[config.mk]
export PLATFORM = sky130hd
export DESIGN_NAME = image_reader_pipe
export DESIGN_NICKNAME = d
export VERILOG_FILES = /design/src/rtl/image_reader_pipe.sv
export SDC_FILE = /design/constraint.sdc
export NUM_CORES = 1
export LEC_CHECK = 0
export ABC_AREA = 1
export BUFFER_PORTS_ARGS = -buffer_cell sky130_fd_sc_hd__clkbuf_2
export CAP_MARGIN = 20
export CORE_ASPECT_RATIO = 1.5
export CORE_UTILIZATION = 45
export DETAILED_ROUTE_END_ITERATION = 8
export MAX_ROUTING_LAYER = met4
export PLACE_DENSITY = 0.7
export SLEW_MARGIN = 20
export SYNTH_ARGS = -nofsm -noshare
export SYNTH_HDL_FRONTEND = slang
export SYNTH_SLANG_ARGS = --single-unit
[constraint.sdc]
create_clock -name clk -period 6.95 [get_ports clk]
set_input_delay 0.3475 -clock clk [delete_from_list [all_inputs] [get_ports clk]]
set_output_delay 0.3475 -clock clk [all_outputs]
set_load 0.01 [all_outputs]
[src/rtl/image_reader_pipe.sv]
// Pipelined frame-buffer reader: screen coordinates to BRAM address with
// 1x/2x scale, mirror and flip; RGB565 unpack with syncs kept in step.
module image_reader_pipe #(
    parameter int IMG_W   = 320,
    parameter int IMG_H   = 240,
    parameter int MEM_LAT = 1,
    parameter int COLOR_W = 4,
    parameter logic [3*COLOR_W-1:0] BORDER_RGB = '0,
    localparam int ADDR_W = $clog2(IMG_W * IMG_H)
) (
    input  logic               clk,
    input  logic               reset,
    input  logic               DE,
    input  logic               h_sync,
    input  logic               v_sync,
    input  logic [9:0]         x_pixel,
    input  logic [9:0]         y_pixel,
    input  logic               scale_2x,
    input  logic               mirror_en,
    input  logic               flip_en,
    output logic [ADDR_W-1:0]  addr,
    output logic               rd_en,
    input  logic [15:0]        imgData,
    output logic [COLOR_W-1:0] r_port,
    output logic [COLOR_W-1:0] g_port,
    output logic [COLOR_W-1:0] b_port,
    output logic               de_out,
    output logic               h_sync_out,
    output logic               v_sync_out
);

    localparam int SUM_W = (ADDR_W + 2 > 20) ? ADDR_W + 2 : 20;
    localparam logic [SUM_W-1:0] W_L  = SUM_W'(IMG_W);
    localparam logic [SUM_W-1:0] H_L  = SUM_W'(IMG_H);
    localparam logic [SUM_W-1:0] W_M1 = SUM_W'(IMG_W - 1);
    localparam logic [SUM_W-1:0] H_M1 = SUM_W'(IMG_H - 1);

    // Frame-shadowed configuration
    logic scale_q, scale_d;
    logic mirror_q, mirror_d;
    logic flip_q, flip_d;

    // Stage A
    logic [ADDR_W-1:0] addr_q, addr_d;
    logic [9:0]        sx, sy;
    logic [SUM_W-1:0]  sx_w, sy_w, col_w, row_w, lin_w;
    logic              in_win;

    // Delay lines: index 0 is the stage-A register, index MEM_LAT meets imgData
    logic [MEM_LAT:0] win_q, win_d;
    logic [MEM_LAT:0] de_q, de_d;
    logic [MEM_LAT:0] hs_q, hs_d;
    logic [MEM_LAT:0] vs_q, vs_d;

    // Stage C
    logic [COLOR_W-1:0] r_q, r_d;
    logic [COLOR_W-1:0] g_q, g_d;
    logic [COLOR_W-1:0] b_q, b_d;
    logic               de_o_q, de_o_d;
    logic               hs_o_q, hs_o_d;
    logic               vs_o_q, vs_o_d;

    logic unused_data;
    assign unused_data = ^imgData;

    // vs_q[0] is the registered v_sync used for falling-edge detection
    always_comb begin
        scale_d  = scale_q;
        mirror_d = mirror_q;
        flip_d   = flip_q;
        if (vs_q[0] && !v_sync) begin
            scale_d  = scale_2x;
            mirror_d = mirror_en;
            flip_d   = flip_en;
        end
    end

    always_comb begin
        sx     = scale_q ? {1'b0, x_pixel[9:1]} : x_pixel;
        sy     = scale_q ? {1'b0, y_pixel[9:1]} : y_pixel;
        sx_w   = SUM_W'(sx);
        sy_w   = SUM_W'(sy);
        in_win = DE && (sx_w < W_L) && (sy_w < H_L);
        col_w  = mirror_q ? (W_M1 - sx_w) : sx_w;
        row_w  = flip_q ? (H_M1 - sy_w) : sy_w;
        lin_w  = row_w * W_L + col_w;
        addr_d = in_win ? ADDR_W'(lin_w) : addr_q;
    end

    always_comb begin
        win_d = {win_q[MEM_LAT-1:0], in_win};
        de_d  = {de_q[MEM_LAT-1:0], DE};
        hs_d  = {hs_q[MEM_LAT-1:0], h_sync};
        vs_d  = {vs_q[MEM_LAT-1:0], v_sync};
    end

    always_comb begin
        r_d    = '0;
        g_d    = '0;
        b_d    = '0;
        de_o_d = de_q[MEM_LAT];
        hs_o_d = hs_q[MEM_LAT];
        vs_o_d = vs_q[MEM_LAT];
        if (de_q[MEM_LAT] && win_q[MEM_LAT]) begin
            r_d = imgData[15 -: COLOR_W];
            g_d = imgData[10 -: COLOR_W];
            b_d = imgData[4 -: COLOR_W];
        end else if (de_q[MEM_LAT]) begin
            {r_d, g_d, b_d} = BORDER_RGB;
        end
    end

    always_ff @(posedge clk or posedge reset) begin
        if (reset) begin
            scale_q  <= 1'b1;
            mirror_q <= 1'b1;
            flip_q   <= 1'b0;
            addr_q   <= '0;
            win_q    <= '0;
            de_q     <= '0;
            hs_q     <= '1;
            vs_q     <= '1;
            r_q      <= '0;
            g_q      <= '0;
            b_q      <= '0;
            de_o_q   <= 1'b0;
            hs_o_q   <= 1'b1;
            vs_o_q   <= 1'b1;
        end else begin
            scale_q  <= scale_d;
            mirror_q <= mirror_d;
            flip_q   <= flip_d;
            addr_q   <= addr_d;
            win_q    <= win_d;
            de_q     <= de_d;
            hs_q     <= hs_d;
            vs_q     <= vs_d;
            r_q      <= r_d;
            g_q      <= g_d;
            b_q      <= b_d;
            de_o_q   <= de_o_d;
            hs_o_q   <= hs_o_d;
            vs_o_q   <= vs_o_d;
        end
    end

    assign addr       = addr_q;
    assign rd_en      = win_q[0];
    assign r_port     = r_q;
    assign g_port     = g_q;
    assign b_port     = b_q;
    assign de_out     = de_o_q;
    assign h_sync_out = hs_o_q;
    assign v_sync_out = vs_o_q;

endmodule

==> results.yml <==
critical_path:
  worst-endpoint-arrival_ns: 5.02
  worst_ep_required_time_ns: 7.14
  critical_path_class: "flop to flop"
  reg2regPathDepth: 24
  critPathMaxStageDelay_ns: 0.78
  timing.critical_path.cells: "inv_2 > nand2_1 > nand2_1 > ha_1 > or2_2 > nand2_1 > ha_1 > ha_1 > a21oi_1 > nand2_1 > a21oi_1 > o21ai_0 > xnor2_1 > inv_1 > ha_1 > inv_1 > nor4_1 > nand2_1 > o211ai_1 > a31oi_1 > inv_1 > nand3_1 > nand3_1 > nand2_1"
  critical_path_startpoint_category: "flop"
  crit_path_frequent_cell: "nand2_1"
  cp_num_cells: 24
  critPathMaxFanout: 22
  cpMaxStageDelayCell: "dfstp_2"
  critical_path.endpoint_type: "flop"
  critical_path_buf_inv_count: 4
  critical_path.top_delay_family: "simple AND/OR/NAND/NOR gates"
min_path:
  hp-class: "input port to flop"
  hold-path-cell-count: 1
clocking:
  cts.sink_count: 43
  cts_inserted_buffers: 5
  postCtsSetupRepairBufs: 0
  tritoncts_clock_tree: "done"
  cts.hold.buffers_added: 0
  cts_root_buf: "clkbuf_8"
  worstSkewPairLatency_ns: 0.30
  post_cts.resized_instances: 0
  ctsHtreeMaxLevel: 2
  clkSlewWorstSetupHoldPaths_ns: 0.09
  max-clock-path-buffers: 2
global_routing:
  grt_pass1_vias: 2466
  antenna_found_initial: 0
  globalRoute.totalOverflow: 0
  grt_max_degree: 44
  grt_util_all_layers: 0.199
  first_pass_grt_wire_length_mm: 10.3
floorplan:
  placeableCoreArea_um2: 6220
  placementRows: 35
  dieWidth_um: 68.1
  die_ar_um2: 6890
  initial_utilization: 0.475
  die_h_um: 101
  io-pin-count: 77
cells_and_area:
  layout_cells_sized_above_1: 0.247
  layout.core_utilization: 0.562
  layout-area-overhead-vs-synth_pct: 18.4
  antenna_cells_inserted: 0
  layout.filler_cells: 599
  fin_nets: 523
synth:
  synthAdderAreaFrac: 0.120
  netlist_area_um2: 2950
  synth_top_family_by_area: "simple AND/OR/NAND/NOR gates"
  async_flop_share: 1.00
  synth_compound_gate_area_share: 0.108
  post_synth_and_or_nand_nor_area_fraction: 0.224
  number_of_instances_in_the_synthesized_netlist: 380
  synth_largest_area_cell: "dfrtp_1"
  synth.top_cells.by_count: "93 x nand2_1, 61 x inv_1, 35 x dfrtp_1"
  yosys_warnings: 0
  synth_area_per_cell_um2: 7.77
  share_of_the_synthesized_area_in_the_top_cell_type: 0.297
  post_synth_mux_area_share: 0.00382
  synth_flop_cell: "dfrtp_1"
  synth.area.top_cells: "dfrtp_1 30%, nand2_1 12%, ha_1 11%"
  most_frequently_used_cell_type_in_the_post_synthesis_netlist: "nand2_1"
  synth-xor-area-share: 0.0797
  synth-seq-area-share: 0.368
  synth-edff-count: 0
  postSynthRegisterBits: 43
  synth_fp_nets: 451
  synth.lib_cells_used.distinct: 35
sta:
  finalWorstSetupSlack_ns: 2.12
  setup_violations: 0
  post-route-period-util: 0.694
  timing.final.crit_period_ns: 4.83
  final_max_slew_viol_count: 0
  final-hold-violation-count: 0
  worst_clock_skew_ns: 0.00795
  max_freq_mhz: 207
  worst_pin_slew_ns: 0.512
  slew-limit-headroom: 0.658
  setup-tns-final_ns: 0
  unrepaired_setup_endpoints_after_global_routing: "no"
pwr:
  cellPowerDensity_nw_per_um2: 381
  peakVddDrop_mv: 0.149
  leakage_nw: 2.00
outcome:
  status: "finished, final reports clean"
placement:
  gp_congestion: 0.870
  io_buffer_count: 72
  pre_cts_ws_ns: 2.18
  hpwl_mm: 4.76
route:
  detailedRoute.firstIterationViolations: 119
  wirelength_mm: 5.82
  wl_per_cell_um: 11.0
  drt_drc_violations_left: 0
  post_drt_via_cell_ratio: 4.80
  antenna_left: 0
  detailedRoute.firstPassIterationCount: 4
  vias: 2529
job:
  max_cap_viol_count: 0
-- report_power, final --
group | switching (mW) | total [mW] | internal [mW]
clock network | 0.0915 | 0.200 | 0.109
registers | 0.0386 | 0.347 | 0.308
logic | 0.466 | 0.784 | 0.318
total | 0.596 | 1.33 | 0.735
-- cell usage in the layout, fill, tap and decap left out, drive strengths merged, types with 2 or more instances in the layout --
cell type / Yosys / final
nand2: 102 / 102
clkbuf: 6 / 77
inv: 65 / 65
dfrtp: 35 / 35
o21ai: 32 / 32
ha: 25 / 25
nor2: 25 / 25
a21oi: 18 / 18
xor2: 14 / 14
nand3: 14 / 14
xnor2: 12 / 12
dfstp: 8 / 8
nor3: 3 / 3
a31oi: 3 / 3
o31ai: 2 / 2
o221ai: 2 / 2
or2: 2 / 2
fa: 2 / 2
buf: 3 / 2
nand4: 2 / 2
clkinv: 0 / 2
-- kinds of logic after synthesis --
kind of cell / count (synthesis)
AND/OR/NAND/NOR: 150
flip-flops: 43
AO/OA/AOI/OAI: 59
XOR/XNOR: 26
adder cells (fa/ha/maj): 27
buffers and inverters: 74
multiplexers: 1
-- registers in the layout, indices dropped and copies added, names as in the netlist --
register    flops
win_q           2
hs_q            2
de_out          1
r_port          4
h_sync_out      1
g_port          4
b_port          4
addr           17
flip_q          1
v_sync_out      1
scale_q         1
mirror_q        1
de_q            2
vs_q            2
-- final cells by class --
class	instances	area (um2)	area share
well taps	74	92.6	0.0265
clock buffers	5	68.8	0.0197
repair buffers	74	375	0.107
flip-flops and latches	43	1090	0.311
inverters	65	244	0.0698
multi-input cells	263	1580	0.452
clock inverters	3	47.5	0.0136
-- per-layer routing --
| metal | share of wire | track usage | vias up |
|---|---|---|---|
| li1 | - | - | 1337 |
| met1 | 0.41 | 0.207 | 1122 |
| met2 | 0.53 | 0.360 | 60 |
| met3 | 0.037 | 0.0259 | 10 |
| met4 | 0.024 | 0.0849 | 0 |
| met5 | 0 | - | - |
-- path summary, 6_finish.rpt --
path / slack, ns / from / endpoint
max: 2.12 / scale_q / addr[16]
min: 0.11 / h_sync / hs_q[0]
max reg2reg: 2.12 / scale_q / addr[16]
min reg2reg: 0.36 / hs_q[0] / hs_q[1]
max in group asynchronous: 6.46 / reset / b_port[1]
min in group asynchronous: 0.13 / reset / flip_q
-- per-stage QoR --
step	total power [mW]	instance area (um2)	std cells	hold WS, ns
4_1_cts	1.34	3490	527	0.108
2_1_floorplan	0.951	2950	380	0.331
6_report	1.33	3490	527	0.115
3_3_place_gp	1.12	3380	519	0.346
3_5_place_dp	1.14	3380	519	0.348
5_1_grt	1.49	3490	527	0.103
No activity file was read; power rests on OpenSTA's default activity.
